===== src/rtl/serial_add_sub_pkg.sv =====
// serial_add_sub_pkg: shared FSM state type and digit-counter sizing helper.
package serial_add_sub_pkg;
  typedef enum logic [1:0] {IDLE, RUN, DONE} state_t;
  function automatic int cnt_width(int n);
    return n > 1 ? $clog2(n) : 1;
  endfunction
endpackage


===== src/rtl/serial_add_sub_if.sv =====
// serial_add_sub_if: operand/result handshake bundle for serial_add_sub.
interface serial_add_sub_if #(parameter int WIDTH = 16);
  logic in_valid, in_ready;
  logic [WIDTH-1:0] a, b;
  logic ci, sub;
  logic out_valid, out_ready;
  logic [WIDTH-1:0] s;
  logic co, ovf;
  modport master (output in_valid, a, b, ci, sub, out_ready,
                  input in_ready, out_valid, s, co, ovf);
  modport slave (input in_valid, a, b, ci, sub, out_ready,
                 output in_ready, out_valid, s, co, ovf);
endinterface


===== src/rtl/serial_add_sub_ripple_digit_adder.sv =====
// ripple_digit_adder: DIGIT-bit ripple-carry adder exposing the carry into its top bit.
module ripple_digit_adder #(parameter int DIGIT = 4) (
  input  logic [DIGIT-1:0] x,
  input  logic [DIGIT-1:0] y,
  input  logic             cin,
  output logic [DIGIT-1:0] sum,
  output logic             cout,
  output logic             cmsb
);
  logic [DIGIT:0] c;
  assign c[0] = cin;
  for (genvar i = 0; i < DIGIT; i++) begin : g_fa
    assign sum[i] = x[i] ^ y[i] ^ c[i];
    assign c[i+1] = (x[i] & y[i]) | (c[i] & (x[i] ^ y[i]));
  end
  assign cout = c[DIGIT];
  assign cmsb = c[DIGIT-1];
endmodule


===== src/rtl/serial_add_sub.sv =====
// serial_add_sub: digit-serial adder/subtractor, one DIGIT-bit slice per cycle, LSB first.
module serial_add_sub
  import serial_add_sub_pkg::*;
#(
  parameter int WIDTH = 16,
  parameter int DIGIT = 4
) (
  input logic clk,
  input logic rst_n,
  serial_add_sub_if.slave bus
);
  localparam int N = WIDTH / DIGIT;
  localparam int CW = cnt_width(N);
  if (DIGIT < 1 || WIDTH % DIGIT != 0) begin : g_bad
    $error("serial_add_sub: WIDTH must be a positive multiple of DIGIT");
  end
  state_t state;
  logic [WIDTH-1:0] a_q, b_q, s_q;
  logic carry, co_q, ovf_q;
  logic [CW-1:0] cnt;
  logic [DIGIT-1:0] sum;
  logic cout, cmsb;
  int base;
  assign base = int'(cnt) * DIGIT;
  ripple_digit_adder #(.DIGIT(DIGIT)) u_add (
    .x(a_q[base +: DIGIT]),
    .y(b_q[base +: DIGIT]),
    .cin(carry),
    .sum(sum),
    .cout(cout),
    .cmsb(cmsb)
  );
  assign bus.in_ready = state == IDLE;
  assign bus.out_valid = state == DONE;
  assign bus.s = s_q;
  assign bus.co = co_q;
  assign bus.ovf = ovf_q;
  // Subtraction is A + ~B + ~borrow, so B and the carry-in are inverted at capture.
  always_ff @(posedge clk or negedge rst_n) begin
    if (!rst_n) begin
      state <= IDLE;
      a_q <= '0;
      b_q <= '0;
      s_q <= '0;
      carry <= 1'b0;
      co_q <= 1'b0;
      ovf_q <= 1'b0;
      cnt <= '0;
    end else begin
      case (state)
        IDLE: if (bus.in_valid) begin
          a_q <= bus.a;
          b_q <= bus.b ^ {WIDTH{bus.sub}};
          carry <= bus.ci ^ bus.sub;
          cnt <= '0;
          state <= RUN;
        end
        RUN: begin
          s_q[base +: DIGIT] <= sum;
          carry <= cout;
          cnt <= cnt + 1'b1;
          if (cnt == CW'(N - 1)) begin
            co_q <= cout;
            ovf_q <= cout ^ cmsb;
            state <= DONE;
          end
        end
        DONE: if (bus.out_ready) state <= IDLE;
        default: state <= IDLE;
      endcase
    end
  end
endmodule


===== src/flat_wrapper.sv =====
// flat-port wrapper written by rule: the top's interface ports become plain ports
module serial_add_sub_flat import serial_add_sub_pkg::*;
#(
  parameter int WIDTH = 16,
  parameter int DIGIT = 4
)
  (clk, rst_n, bus_in_valid, bus_a, bus_b, bus_ci, bus_sub, bus_out_ready, bus_in_ready, bus_out_valid, bus_s, bus_co, bus_ovf);
  serial_add_sub_if #(.WIDTH(WIDTH)) bus_i ();
  input logic clk;
  input logic rst_n;
  input wire logic [$bits(bus_i.in_valid)-1:0] bus_in_valid;
  input wire logic [$bits(bus_i.a)-1:0] bus_a;
  input wire logic [$bits(bus_i.b)-1:0] bus_b;
  input wire logic [$bits(bus_i.ci)-1:0] bus_ci;
  input wire logic [$bits(bus_i.sub)-1:0] bus_sub;
  input wire logic [$bits(bus_i.out_ready)-1:0] bus_out_ready;
  output wire logic [$bits(bus_i.in_ready)-1:0] bus_in_ready;
  output wire logic [$bits(bus_i.out_valid)-1:0] bus_out_valid;
  output wire logic [$bits(bus_i.s)-1:0] bus_s;
  output wire logic [$bits(bus_i.co)-1:0] bus_co;
  output wire logic [$bits(bus_i.ovf)-1:0] bus_ovf;
  assign bus_i.in_valid = bus_in_valid;
  assign bus_i.a = bus_a;
  assign bus_i.b = bus_b;
  assign bus_i.ci = bus_ci;
  assign bus_i.sub = bus_sub;
  assign bus_i.out_ready = bus_out_ready;
  assign bus_in_ready = bus_i.in_ready;
  assign bus_out_valid = bus_i.out_valid;
  assign bus_s = bus_i.s;
  assign bus_co = bus_i.co;
  assign bus_ovf = bus_i.ovf;
  serial_add_sub #(.WIDTH(WIDTH), .DIGIT(DIGIT)) u_core (.clk(clk), .rst_n(rst_n), .bus(bus_i));
endmodule

===== config.mk =====
export PLATFORM = sky130hd
export DESIGN_NAME = serial_add_sub_flat
export DESIGN_NICKNAME = d
export VERILOG_FILES = /design/src/rtl/serial_add_sub_pkg.sv /design/src/rtl/serial_add_sub_if.sv /design/src/rtl/serial_add_sub_ripple_digit_adder.sv /design/src/rtl/serial_add_sub.sv /design/src/flat_wrapper.sv
export SDC_FILE = /design/constraint.sdc
export NUM_CORES = 1
export LEC_CHECK = 0
export BUFFER_PORTS_ARGS = -buffer_cell sky130_fd_sc_hd__buf_2
export CORE_UTILIZATION = 54
export CTS_BUF_LIST = sky130_fd_sc_hd__clkbuf_4
export DETAILED_ROUTE_END_ITERATION = 8
export PLACE_DENSITY = 0.79
export SYNTH_ARGS = -nofsm -noshare
export SYNTH_HDL_FRONTEND = slang
export SYNTH_HIERARCHICAL = 1
export SYNTH_SLANG_ARGS = --single-unit

===== constraint.sdc =====
create_clock -name clk -period 8.53 [get_ports clk]
set_clock_uncertainty 0.05 [all_clocks]
set_input_delay 1.706 -clock clk [delete_from_list [all_inputs] [get_ports clk]]
set_output_delay 1.706 -clock clk [all_outputs]
set_load 0.02 [all_outputs]

After elaboration in Yosys (flattened, before gate mapping)
Index checks and enable logic that the tools add are counted.
W data, S select, Z words.
{"block": "classes", "n_addsub": 2, "n_eq_ne": 6, "shifts": 4, "mux": 9, "bitwise": 23, "reduce_logical": 6}
{"operator": "$neg A4 Y33", "count": 1}
{"operator": "$shift A4 B33 Y16 const A", "count": 1}
{"operator": "$shiftx A4 B33 Y16", "count": 1}
{"operator": "$shiftx A16 B5 Y4", "count": 2}
{"operator": "$bwmux W16", "count": 1}
{"operator": "$xor A16 B16 Y16", "count": 1}
{"operator": "$xor A1 B1 Y1", "count": 10}
{"operator": "$and A1 B1 Y1", "count": 8}
{"operator": "$mux W2", "count": 4}
{"operator": "$pmux W2 S3", "count": 1}
{"operator": "$reduce_and A2 Y1", "count": 3}
{"operator": "$eq A2 B2 Y1 const B", "count": 2}
{"operator": "$ne A2 B2 Y1 const B", "count": 2}
{"operator": "$or A1 B1 Y1", "count": 4}
{"operator": "$pmux W2 S2", "count": 1}
{"operator": "$reduce_and A3 Y1", "count": 1}
{"operator": "$add A2 B1 Y2 const B", "count": 1}
{"operator": "$eq A2 B1 Y1 const B", "count": 1}
{"operator": "$logic_not A2 Y1", "count": 1}
{"operator": "$ne A2 B1 Y1 const B", "count": 1}
{"operator": "$pmux W1 S2", "count": 1}
{"operator": "$reduce_bool A2 Y1", "count": 1}
{"operator": "$mux W1", "count": 1}
{"block": "totals", "register_bits": 55, "in_bits": 38, "output_inout_bits": 20, "word_cells": 58}

Longest topological paths before layout
Gate-level depths: netlist of the first run.
{"block": "depth", "ltp_word": 11, "depth_mapped": 10, "depth_no_buf": 9}

Modules after synthesis
Netlist of the first run, hierarchy kept.
{"mod": "serial_add_sub", "n_inst": 1, "cells_per_inst": 241, "area_each_um2": 2678.8, "seq_area_each_um2": 1376.3}
{"mod": "ripple_digit_adder", "n_inst": 1, "cells_per_inst": 12, "area_each_um2": 110.1, "seq_area_each_um2": 0.0}

Worst setup path after synthesis of the first run
Ideal clock, no wire load.
{"block": "synth_path", "path_kind": "flip-flop to flip-flop", "startpoint": "register u_core.cnt[0]", "endpoint": "register u_core.s_q[15] (netlist: u_core/bus.s[15])", "setup_time_ns": 0.121, "arrival_ns": 2.779, "required_time_ns": 8.359, "path_slack_ns": 5.580, "path_stages_with_launch": 10, "path_buffers": 1, "period_less_slack_ns": 2.950, "path_cell_list": "dfrtp_1 -> buf_6 -> mux4_2 -> fa_1 -> inv_1 -> fa_1 -> fa_1 -> inv_1 -> fa_1 -> a22o_1"}
{"block": "synth_via", "elab_chain_len": 11, "elab_cells_between_ends": 23, "cone_classes": "add/sub (1); shift (4); mux (1); bitwise (17)"}
{"item": "from (decl)", "line_no": "serial_add_sub.sv:20", "text": "logic [CW-1:0] cnt;"}
{"item": "from (signal assigned)", "line_no": "serial_add_sub.sv:61", "text": "cnt <= cnt + 1'b1;"}
{"item": "$shiftx A16 B5 Y4 (on tied branches)", "line_no": "serial_add_sub.sv:26, serial_add_sub.sv:27"}
{"item": "$xor A1 B1 Y1", "line_no": "serial_add_sub_ripple_digit_adder.sv:14", "text": "assign c[i+1] = (x[i] & y[i]) | (c[i] & (x[i] ^ y[i]));"}
{"item": "$and A1 B1 Y1", "line_no": "serial_add_sub_ripple_digit_adder.sv:14"}
{"item": "$or A1 B1 Y1", "line_no": "serial_add_sub_ripple_digit_adder.sv:14"}
{"item": "$and A1 B1 Y1", "line_no": "serial_add_sub_ripple_digit_adder.sv:14"}
{"item": "$or A1 B1 Y1", "line_no": "serial_add_sub_ripple_digit_adder.sv:14"}
{"item": "$and A1 B1 Y1", "line_no": "serial_add_sub_ripple_digit_adder.sv:14"}
{"item": "$or A1 B1 Y1 *", "line_no": "serial_add_sub_ripple_digit_adder.sv:14"}
{"item": "via u_core.cmsb", "line_no": "serial_add_sub.sv:22", "text": "logic cout, cmsb;"}
{"item": "$xor A1 B1 Y1 *", "line_no": "serial_add_sub_ripple_digit_adder.sv:13", "text": "assign sum[i] = x[i] ^ y[i] ^ c[i];"}
{"item": "via u_core.sum[3]", "line_no": "serial_add_sub.sv:21", "text": "logic [DIGIT-1:0] sum;"}
{"item": "$shiftx A4 B33 Y16 *", "line_no": "serial_add_sub.sv:59", "text": "s_q[base +: DIGIT] <= sum;"}
{"item": "$bwmux W16 *", "line_no": "serial_add_sub.sv:59"}
{"item": "to (signal, indexed assignment)", "line_no": "serial_add_sub.sv:59"}
{"item": "to (decl)", "line_no": "serial_add_sub.sv:18", "text": "logic [WIDTH-1:0] a_q, b_q, s_q;"}
Mark *: on every way through the listed nets, which the timed path passes. The rest lies on a longest branch.
A chain may end at the register's enable or synchronous reset.

Worst setup path after layout of the first run
{"block": "layout_path", "startpoint": "register u_core.cnt[0]", "endpoint": "register u_core.co_q (netlist: u_core/bus.co)"}
{"block": "layout_via", "elab_chain_len": 10, "elab_cells_between_ends": 20, "cone_classes": "eq/ne (1); shift (2); bitwise (16); reduce/logical (1)"}
{"item": "$shiftx A16 B5 Y4 (on tied branches)", "line_no": "serial_add_sub.sv:26, serial_add_sub.sv:27"}
{"item": "$xor A1 B1 Y1", "line_no": "serial_add_sub_ripple_digit_adder.sv:14"}
{"item": "$and A1 B1 Y1", "line_no": "serial_add_sub_ripple_digit_adder.sv:14"}
{"item": "$or A1 B1 Y1", "line_no": "serial_add_sub_ripple_digit_adder.sv:14"}
{"item": "$and A1 B1 Y1", "line_no": "serial_add_sub_ripple_digit_adder.sv:14"}
{"item": "$or A1 B1 Y1", "line_no": "serial_add_sub_ripple_digit_adder.sv:14"}
{"item": "$and A1 B1 Y1", "line_no": "serial_add_sub_ripple_digit_adder.sv:14"}
{"item": "$or A1 B1 Y1 *", "line_no": "serial_add_sub_ripple_digit_adder.sv:14"}
{"item": "via u_core.cmsb", "line_no": "serial_add_sub.sv:22"}
{"item": "$and A1 B1 Y1 *", "line_no": "serial_add_sub_ripple_digit_adder.sv:14"}
{"item": "$or A1 B1 Y1 *", "line_no": "serial_add_sub_ripple_digit_adder.sv:14"}
{"item": "via u_core.cout", "line_no": "serial_add_sub.sv:22"}
{"item": "to (signal assigned)", "line_no": "serial_add_sub.sv:63", "text": "co_q <= cout;"}
{"item": "to (decl)", "line_no": "serial_add_sub.sv:19", "text": "logic carry, co_q, ovf_q;"}
Marked as above.

==> results.txt, run 1 <==
- CTS saw 55 sinks.
- The longest clock path from root to sink contains 2 buffers.
- Non-Filler Instances: between 300 and 400
* Area of all placed cells without fillers: 3090 um^2
- Cell depth of the worst flop-to-flop path: 8
* Period utilisation layout: between 30% and 40%
* Number of antenna repair diodes: 0
- Synthesis inferred 55 register bits.
* Reg-to-Reg End: u_core/bus.co
* Worst Setup Slack, final: 5.24 ns
- Number of top-level design ports: 58
- Length of the first detailed-routing pass in iterations: 4
- Nets in the synthesized netlist: 300
* Clock tree from TritonCTS: done
* CTS resizes: 0
* Synthesized instance count: 253
* Startpoint of the tightest hold check path: u_core/a_q[7]
- The tool flagged a number of max-cap violations equal to 0.
- Max Transition Viols Final: 0
- WS Path Type: register to register
* Number of nets with antenna violations after detailed routing: 0
- Pre-CTS setup slack: 5.21 ns
- Entering global routing, the biggest net connects 56 pins.
* Total power per unit cell area: 376 nW/um^2
- For flop-to-flop paths, the worst setup slack is 5.24 ns.
- Routed len/inst: 12.8 um
- Die Span X: 73.9 um
* Clk slew on worst S/H paths: 0.14 ns
- After synthesis, flip-flops and latches occupy between 40 and 50% of the total area.
- Leakage power total: 1.54 nW
- IR analysis of the VDD net gives a maximum drop of 175 uV.
* Drt first-iter violations: 79
* Unrepaired setup endpoints after global routing: false
* Sequence of cells on the critical path: mux4_2 > fa_1 > inv_1 > fa_1 > fa_1 > inv_1 > fa_1 > mux2_2
* Startpoint class of the critical path: register
- Wire length of the first global-routing pass: approximately 8300 um
- Setup violations remaining at the end of the flow were counted as 0.
- At the end of routability-driven placement, the weighted congestion stood at 0.751.
* Die outline area: 5460 um^2
- Via count of the first global-routing pass: 1,812
- Detail Placement HPWL: 3490 um
- Cell Area, Placed: roughly 3000 um^2
* Buffers on Ports: 57
- The run finished with clean final reports.
- Clk_lat worst skew: 0.37 ns
- GR Util All Layers: about a fifth
- The final route contains ~1.9k vias.
- The routed design could run at a clock period as short as 3.29 ns.
- Critical-path cell with the highest stage delay: dfrtp_1
- Grt total ovfl: 0
* Worst hold path cell count: 2
- In this run the worst path has a maximum fanout of 16.
* DRC violation count after routing: 0
- Clock root buffer: clkbuf_4
- For the worst setup path, the data arrival time is 3.50 ns.
- The cell area that synthesis handed to floorplanning was 2790 um^2.
- The initial utilization of the core area, before any placement, comes to 57.5%.
* Initial antenna violation count: 0
- Dividing the detail-routed via count by the number of cells gives between 5 and 6.
* Number of distinct library cell variants in the gate-level netlist after synthesis: 31
- Reg-to-reg startpoint: u_core/cnt[0]
* Cell count after placement: between 300 and 400
- Dividing the synthesized area by the synthesized cell count gives ~11 um^2.
* Area delta synth->final: 10.9%
- By instance count, the cell type seen most on the critical path is fa_1.
- Normalized max-slew margin: 25.7%
- Total core area: about 4800 um^2
- Cells with a size suffix above 1 make up a little under a third of the layout.
* Chip height: around 74 um
- Net count, final: around 350
- Timing would allow up to slightly above 300 MHz.
* Slew of the pin with the lowest slew margin: around 1.1 ns
- The final-report hold violation count is 0.
- In this run, CTS created clock tree buffers numbering 5.
- Kind of end point of the critical path: register
- Post-CTS timing repair inserted 0 buffers for setup.
- Number of buffers inserted for hold repair after clock tree synthesis: 0
- Routed WL: 4750 um
- On the worst path, the slowest cell contributes a delay of 0.87 ns.
* Min-delay worst type: register to register
- Synth warnings: 6
- CTS built an H-tree with a depth of 2.
- For the worst setup path, the data required time is 8.74 ns.
- Hold path endpoint: u_core/a_q[7]
* Total Negative Setup Slacks: 0 ns
- Number of rows in the core area: 25
critical path, delay by kind of cell (launching register included):
family | cells | cell delay (ns)
muxes | 2 | 0.90
adders and majority gates | 4 | 1.21
DFF | 1 | 0.87
buffers and inverters | 2 | 0.14
registers in the layout (all words and copies together) (netlist names):
signal / cells
u_core/a_q: 16
u_core/b_q: 16
u_core/bus.s: 16
u_core/cnt: 2
u_core/state: 2
u_core/bus.co: 1
u_core/bus.ovf: 1
u_core/carry: 1
per-layer routing:
layer | vias to the layer above | track usage, % | share of wire (%)
met5 | - | 0 | 0
met4 | 0 | 7.05 | 1.8
met3 | 9 | 5.21 | 5.2
met2 | 56 | 32.8 | 47
met1 | 873 | 27.0 | 46
li1 | 946 | - | -
synthesized netlist by cell type, drive strengths merged:
cell type	number	area (um^2)
a22o	8	70.1
a22oi	1	7.51
and4bb	1	12.5
buf	12	116
clkbuf	1	3.75
dfrtp	55	1380
fa	4	80.1
ha	5	62.6
inv	11	41.3
mux2	1	11.3
mux4	8	180
nand2	83	312
nand2b	2	12.5
nand3	2	10.0
nand3b	4	30.0
nor2	1	3.75
nor2b	1	6.26
nor3b	1	12.5
nor4	1	21.3
nor4b	2	38.8
o21ai	28	200
o31ai	1	7.51
or2	1	6.26
or3b	1	8.76
xnor2	17	149
xor2	1	8.76
per-stage QoR:
| step | power [W] | hold WS (ns) | utilization, % |
|---|---|---|---|
| final | 0.00116 | 0.435 | 63.8 |
| after global routing | 0.00127 | 0.458 | 63.8 |
| after CTS | 0.00118 | 0.444 | 63.8 |
| after detailed placement | 0.00107 | 0.409 | 62.8 |
| after global placement | 0.00105 | 0.405 | 62.8 |
| after floorplan | 0.000946 | 0.389 | - |
layout by cell type, fill, tap and decap left out, types with 2 or more instances in the layout:
master | netlist | final
nand3_1 | 2 | 2
mux4_2 | 8 | 8
a22o_1 | 8 | 8
nand2b_1 | 2 | 2
o21ai_0 | 12 | 12
inv_1 | 11 | 11
nand2_1 | 83 | 83
nand3b_1 | 4 | 4
xnor2_1 | 17 | 17
clkbuf_4 | 0 | 5
buf_2 | 3 | 57
fa_1 | 4 | 4
ha_1 | 5 | 5
dfrtp_1 | 55 | 55
o21ai_2 | 16 | 16
kinds of logic (layout without fill, tap and decap cells):
family	Yosys count	after routing	share of synthesized area, %
AND/OR/NAND/NOR	100	100	17.0
adder cells (fa/ha/maj)	9	9	5.11
buffers and inverters	24	76	5.79
flip-flops	55	55	49.3
multiplexers	9	9	6.86
XOR/XNOR	18	18	5.65
AO/OA/AOI/OAI	38	38	10.2
how the worst max path moves through the flow:
stage             startpoint               end  slack [ns]  cells past startpoint
2_1_floorplan  u_core/cnt[0]  u_core/bus.s[15]        5.58                      9
6_report       u_core/cnt[0]     u_core/bus.co        5.24                      8
4_1_cts        u_core/cnt[0]    u_core/bus.ovf        5.17                      9
3_5_place_dp   u_core/cnt[0]  u_core/bus.s[11]        5.21                      9
3_3_place_gp   u_core/cnt[0]  u_core/bus.s[15]        5.29                      8
5_1_grt        u_core/cnt[0]   u_core/bus.s[7]        4.98                      9
where the power goes:
part	switching [W]	leakage [nW]	total, W	internal, W
registers	0.0000893	0.705	0.000461	0.000372
clock network	0.0000759	0.0285	0.000105	0.0000294
logic	0.000345	0.806	0.000597	0.000251
total	0.000511	1.54	0.00116	0.000652
area by class of cell:
type                            instances  area, um^2
Timing Repair Buffer                   58         293
Clock inverter                          2        8.76
Fill cell                             412        1760
Inverter                               11        41.3
Clock buffer                            5        37.5
Tap cell                               67        83.8
Multi-Input combinational cell        174        1250
Sequential cell                        55        1380
Note: power is estimated with default switching activity, not from simulation.
==> run 2: changes to the inputs <==
--- a/config.mk
+++ b/config.mk
@@ -6,10 +6,10 @@
 export NUM_CORES = 1
 export LEC_CHECK = 0
 export BUFFER_PORTS_ARGS = -buffer_cell sky130_fd_sc_hd__buf_2
-export CORE_UTILIZATION = 54
+export CORE_UTILIZATION = 51
 export CTS_BUF_LIST = sky130_fd_sc_hd__clkbuf_4
 export DETAILED_ROUTE_END_ITERATION = 8
-export PLACE_DENSITY = 0.79
+export PLACE_DENSITY = 0.78
 export SYNTH_ARGS = -nofsm -noshare
 export SYNTH_HDL_FRONTEND = slang
 export SYNTH_HIERARCHICAL = 1
==> constraint.sdc (replaced) <==
create_clock -name clk -period 2.7 [get_ports clk]
set_clock_uncertainty 0.05 [all_clocks]
set_input_delay 0.54 -clock clk [delete_from_list [all_inputs] [get_ports clk]]
set_output_delay 0.54 -clock clk [all_outputs]
set_load 0.02 [all_outputs]
==> run 2 against run 1 <==
First-iteration DRC count increased by 37%. Combinational power increased to 3.6 times the previous value. Final cell count increased by 4.0%. Via count increased by 2.7%. Routed wire length increased by 8.3%. Clock-buffer cell count increased by 1. Final area increased by 3.4%. Worst setup slack got worse by 5.2 ns. Largest cell class unchanged. Utilization decreased by 2.0 points. Sequential share of layout area decreased by 1.4 points.
==> results.txt, run 2 (same netlist as run 1, synthesis figures left out) <==
* Result of the run: complete, no violations
* Non-Filler Instances: 387 (+4.0%)
* Critical-path cell with the highest stage delay: fa_2
- The worst setup path is launched from a register.
- The fraction of final layout cells sized beyond drive strength 1 was 36.3% (+4.8 points).
- The die span in y was 76.0 um (+2.8%).
* Worst Path Max Fanout: 4 (-12)
- The count of antenna diodes in the layout came to 0 (unchanged).
* Detail Placement HPWL: 3880 um (+11%)
- The fmax came to 373 MHz (+23%).
- The maximum count of clock buffers along a single path was 2 (unchanged).
* H-tree levels: 2 (unchanged)
- The cell that appears most often on the critical path is fa_2.
* Max-cap violations: 0 (unchanged)
- Number of nets with antenna violations after detailed routing: 0 (unchanged)
- The clock sink count was 55 (unchanged).
- The path class of the tightest hold or removal check is input port to asynchronous set/reset pin.
- Most common cell after layout, fill and taps aside: nand2_1
- The flip-flop and latch area came to 1380 um^2 (+0.18%).
* Wire length of the first global-routing pass: 9270 um (+12%)
* Clock tree from TritonCTS: done
- The number of DRC markers in iteration 0 was 108 (+37%).
* Total Negative Setup Slacks: 0 ns (unchanged)
- The detailed-route DRC error count is 0 (unchanged).
- The filler cell count in the final layout is 455 (+10%).
* Final hold violations: 0 (unchanged)
* Die outline area: 5770 um^2 (+5.7%)
- CP bufs+invs: 2 (unchanged)
* Number of buffers inserted for hold repair after clock tree synthesis: 0 (unchanged)
- The total instance count after detailed placement was 377 (+3.3%).
* Buffers on Ports: 57 (unchanged)
- RePlAce Congestion: 0.788 (+5.0%)
* WS Path Type: register to register
- The final setup violation count came to 0 (unchanged).
- Routed WL: 5140 um (+8.3%)
* Fraction of the core area covered by cells at the end of the flow: 61.8% (-2.0 points)
* GR Util All Layers: 20.3% (-0.11 points)
- Clk_lat worst skew: 0.38 ns (about the same)
- Grt total ovfl: 0 (unchanged)
- The leakage power is 1.59 nW (+3.1%).
* Most used cells in the layout excluding fill and tap cells: nand2_1 (83), buf_2 (57), dfrtp_1 (53), xnor2_1 (17), o21ai_2 (16)
- The instance area at placement came to 3130 um^2 (+2.6%).
- Unrepaired setup endpoints after global routing: true
- The number of stages on the worst setup path is 9 (+1).
- The worst hold margin was 0.120 ns (-0.315 ns).
* Length of the first detailed-routing pass in iterations: 4 (unchanged)
- The number of buffers created by CTS is 5 (unchanged).
- The worst setup path is captured at a register.
* Via-per-instance ratio: 5.00 (-1.3%)
* Clk slew on worst S/H paths: 0.16 ns (+0.02 ns)
- The largest stage delay on the critical path is 0.55 ns (-0.32 ns).
- The cell family contributing the most delay on the critical path is adder cells.
- Routed len/inst: 13.3 um (+4.1%)
- Via count of the first global-routing pass: 1,967 (+8.6%)
- Die Span X: 76.0 um (+2.8%)
* Initial antenna violation count: 0 (unchanged)
- The data arrival at the endpoint of the critical path was 2.94 ns (-0.56 ns).
- Max Transition Viols Final: 0 (unchanged)
- Slew of the pin with the lowest slew margin: 1.09 ns (-0.0244 ns)
* Via count: 1,935 (+2.7%)
- Clock root buffer: clkbuf_4
* Total power per unit cell area: 1220 nW/um^2 (+230%)
- The initial cell density of the core is 53.9% (-3.6 points).
- Number of top-level design ports: 58 (unchanged)
* Data required time at the worst endpoint: 2.95 ns (-5.79 ns)
* Area occupied by multi-input gates: 1260 um^2 (+0.80%)
* Total core area: 5170 um^2 (+6.7%)
- The largest net degree at the start of global routing came to 51 (-8.9%).
- Net count, final: 363 (+3.1%)
* Period utilisation layout: 99.3% (+61 points)
- The post-layout minimum cycle time was 2.68 ns (-0.607 ns).
* Area delta synth->final: 14.6%
- Sequence of cells on the critical path: mux4_2 > fa_2 > inv_2 > fa_2 > fa_2 > inv_2 > fa_2 > nand2_1 > o21ai_1
- Normalized max-slew margin: 27.3% (+1.6 points)
- Largest vdd supply drop: 669 uV (+280%)
- Cell depth of the worst flop-to-flop path: 9 (+1)
* Area of all placed cells without fillers: 3200 um^2 (+3.4%)
- The row count is 26 (+4.0%).
-- run 2: final timing paths --
kind	start	end	slack [ns]
max	u_core/cnt[0]	u_core/bus.s[11]	0.02
min	rst_n	u_core/bus.s[10]	0.12
max reg2reg	u_core/cnt[0]	u_core/bus.s[11]	0.02
min reg2reg	u_core/a_q[3]	u_core/a_q[3]	0.44
max in group asynchronous	rst_n	u_core/b_q[6]	1.88
min in group clk	bus_out_ready	u_core/state[1]	0.29
-- run 2: layer usage --
layer	up-vias	share of wire [%]	global-route usage (%)
met4	0	1.1	5.58
met5	-	0	0
met2	47	46	31.8
li1	960	-	-
met3	5	4.1	4.58
met1	923	49	28.7
-- run 2: metrics by stage --
stage | power [W] | worst slack [ns]
after floorplan | 0.00303 | -0.0658
after global placement | 0.00348 | 0.0645
after detailed placement | 0.00356 | 0.0161
after CTS | 0.00392 | -0.00175
after global routing | 0.00428 | -0.152
final | 0.00392 | 0.0191
-- run 2: layout make-up --
| class | count | area share [%] |
|---|---|---|
| multi-input cells | 174 | 39.5 |
| well taps | 70 | 2.74 |
| repair buffers | 69 | 11.7 |
| inverters | 11 | 1.29 |
| flip-flops and latches | 55 | 43.1 |
| clock buffers | 6 | 1.41 |
| clock inverters | 2 | 0.235 |
-- run 2: power breakdown --
part           total (W)  switching [W]  internal (W)
clock           0.000355       0.000247      0.000107
combinational    0.00216        0.00123      0.000930
sequential       0.00140       0.000225       0.00118
total            0.00392        0.00170       0.00222
-- run 2: what timing repair did --
action	4_1_cts	5_1_grt
pin swaps	0	1
gates resized for setup	0	3
setup endpoints to repair	1	6
buffers inserted	1	1
==> run 3: changes to the inputs <==
--- a/config.mk
+++ b/config.mk
@@ -6,6 +6,7 @@
 export NUM_CORES = 1
 export LEC_CHECK = 0
 export BUFFER_PORTS_ARGS = -buffer_cell sky130_fd_sc_hd__buf_2
+export CORE_ASPECT_RATIO = 0.9
 export CORE_UTILIZATION = 51
 export CTS_BUF_LIST = sky130_fd_sc_hd__clkbuf_4
 export DETAILED_ROUTE_END_ITERATION = 8
==> run 3 against run 2 <==
The run now ends with setup timing left. Via count shrank 1.1%. Routed wire length shrank 1.7%. Sequential cell count is the same. Non-clock buffer count shrank 1. Final cell count shrank 1.0%. Final area is the same. Worst setup slack lost 0.068 ns. First-iteration DRC count shrank 43%. Critical endpoint unchanged.
==> results.txt, run 3 (same netlist as run 1, synthesis figures left out) <==
- Total power per unit cell area: 1240 nW/um^2 (+1.4%)
- The fmax was 364 MHz (-2.5%).
* Worst Setup Slack, final: -0.0493 ns (-0.0684 ns)
- Max-cap violations: 0 (unchanged)
- The worst setup path is captured at a register.
* R2R setup slack: -0.05 ns (-0.07 ns)
* RePlAce Congestion: 0.803 (+2.0%)
- The checks that failed: setup timing.
- Min-delay worst type: input port to asynchronous set/reset pin
* Routed WL: 5050 um (-1.7%)
- Hold WS: 0.227 ns (+0.107 ns)
- Length of the first detailed-routing pass in iterations: 4 (unchanged)
- The floorplan die width came to 80.0 um (+5.3%).
- The tree is rooted in a clkbuf_4.
* Max Transition Viols Final: 0 (unchanged)
- The final-report hold violation count was 0 (unchanged).
- The I/O pin total was 58 (unchanged).
* Wire length of the first global-routing pass: 8540 um (-8.0%)
- Via count: 1,913 (-1.1%)
* Non-Filler Instances: 383 (-1.0%)
- The required time at the worst-slack endpoint was 2.94 ns (about the same).
- H-tree levels: 2 (unchanged)
- The post-route fraction of the period consumed by the critical path is 102% (+2.5 points).
- The library cells used most frequently in the layout, excluding fill and tap cells, are nand2_1 (83), buf_2 (57), dfrtp_1 (54), xnor2_1 (16), o21ai_2 (16).
- The worst register-to-register path begins at u_core/cnt[0].
- Most frequent cell on the critical path: fa_2
* Startpoint class of the critical path: register
* Clk slew on worst S/H paths: 0.15 ns (about the same)
- Cell count after placement: 372 (-1.3%)
* Drt first-iter violations: 62 (-43%)
- Reg-to-Reg End: u_core/bus.s[11]
- The clock sink count was 55 (unchanged).
- The number of antenna violations at the first check in global routing came to 0 (unchanged).
- The post-layout minimum cycle time came to 2.75 ns (+0.0684 ns).
- Maximum number of pins on one net before global-route repair: 52 (+2.0%)
- The largest stage delay on the critical path is 0.56 ns (about the same).
- The transition time at the pin with the least slew margin came to 1.11 ns (+0.0240 ns).
- Walking the worst path, the cells encountered are mux4_2 > fa_2 > inv_2 > fa_2 > fa_2 > inv_2 > fa_2 > nand2_1 > o21ai_1.
- Initial core utilization: 53.1% (-0.85 points)
- Grt total ovfl: 0 (unchanged)
- Area delta synth->final: 14.6% (unchanged)
- The instance area at placement was 3110 um^2 (-0.60%).
* Routed len/inst: 13.2 um (-0.69%)
- The total routing resource utilization after global routing was 19.9% (-0.48 points).
- Buffers on Ports: 57 (unchanged)
- Normalized max-slew margin: 25.7% (-1.6 points)
- Die outline area: 5770 um^2 (about the same)
- Arrival time of the worst setup path: 2.99 ns (+0.05 ns)
* Number of antenna repair diodes: 0 (unchanged)
* Critical-path cell with the highest stage delay: fa_2
- Detail Placement HPWL: 3830 um (-1.3%)
- The flow ran to the end, but the final reports show violations.
- Unrepaired setup endpoints after global routing: true
* Via count of the first global-routing pass: 1,778 (-9.6%)
- Pre-CTS setup slack: -0.0166 ns (-0.0327 ns)
- Total core area: 5260 um^2 (+1.6%)
* Net count, final: 362 (-0.28%)
- DRC violation count after routing: 0 (unchanged)
- The number of buffers created by CTS came to 5 (unchanged).
- Most common cell after layout, fill and taps aside: nand2_1
- Number of rows in the core area: 25 (-3.8%)
- The die span in y is 72.2 um (-5.0%).
- TritonCTS built the clock tree.
* Cell depth of the worst flop-to-flop path: 9 (unchanged)
- The final setup violation count is 2 (+2).
- Leakage power total: 1.59 nW (+0.34%)
* Share of post-route cells with drive strength above 1: 36.7% (+0.43 points)
- WS Path Type: register to register
- Number of buffers inserted for hold repair after clock tree synthesis: 0 (unchanged)
- The clock latency of the later-clocked register in the worst-skew pair came to 0.36 ns (-0.02 ns).
* Largest vdd supply drop: 610 uV (-8.8%)
- Longest Clk Path Bufs: 2 (unchanged)
- Via-per-instance ratio: 4.99 (-0.10%)
- The total non-filler cell area in the finished layout came to 3200 um^2 (unchanged).
- The utilization after layout is 60.8% (-0.97 points).
* Number of nets with antenna violations after detailed routing: 0 (unchanged)
- Worst Path Max Fanout: 4 (unchanged)
[run 3: final cells by class]
class,instances,area (um^2)
well taps,67,83.8
fillers,456,2060
clock buffers,7,52.6
clock inverters,1,5.00
flip-flops and latches,55,1380
inverters,11,41.3
repair buffers,68,368
multi-input cells,174,1270
[run 3: per-layer routing]
layer | vias to the layer above | part of all wire, % | track usage (%)
li1 | 963 | - | -
met1 | 896 | 48 | 27.8
met5 | - | 0 | 0
met3 | 2 | 4.5 | 4.91
met4 | 0 | 0.59 | 5.36
met2 | 52 | 47 | 31.1
[run 3: stage by stage]
| stage | TNS, ns | total power, W |
|---|---|---|
| 5_1_grt | -0.363 | 0.00430 |
| 2_1_floorplan | -0.256 | 0.00303 |
| 6_report | -0.0615 | 0.00397 |
| 3_5_place_dp | -0.0166 | 0.00354 |
| 3_3_place_gp | 0 | 0.00343 |
| 4_1_cts | -0.0385 | 0.00391 |
[run 3: critical path: cells and delay by family (launching register included)]
| family | cells | cell delay [ns] |
|---|---|---|
| buffers and inverters | 2 | 0.10 |
| flip-flops | 1 | 0.43 |
| AND/OR/NAND/NOR | 1 | 0.07 |
| multiplexers | 1 | 0.53 |
| AO/OA/AOI/OAI | 1 | 0.15 |
| adder cells (fa/ha/maj) | 4 | 1.34 |
[run 3: what timing repair did]
item / CTS / global route
hold endpoints to repair: 0 / 0
setup buffers: 1 / 2
pin swaps: 0 / 3
endpoints found under the setup margin: 4 / 5
resized for setup: 0 / 3
[run 3: worst max path at each step]
| stage | slack (ns) | depth (start not counted) | endpoint | start |
|---|---|---|---|---|
| after CTS | -0.04 | 9 | u_core/bus.s[11] | u_core/cnt[0] |
| after floorplan | -0.07 | 10 | u_core/bus.s[11] | u_core/cnt[0] |
| after global placement | 0.07 | 8 | u_core/bus.s[3] | u_core/cnt[0] |
| after global routing | -0.15 | 9 | u_core/bus.s[11] | u_core/cnt[0] |
| final | -0.05 | 9 | u_core/bus.s[11] | u_core/cnt[0] |
| after detailed placement | -0.02 | 9 | u_core/bus.s[11] | u_core/cnt[0] |
[run 3: report_power, final]
part	total, W	switching, W	leakage [nW]	internal, W
Clock	0.000361	0.000239	0.0361	0.000122
Combinational	0.00219	0.00123	0.852	0.000957
Sequential	0.00142	0.000242	0.704	0.00118
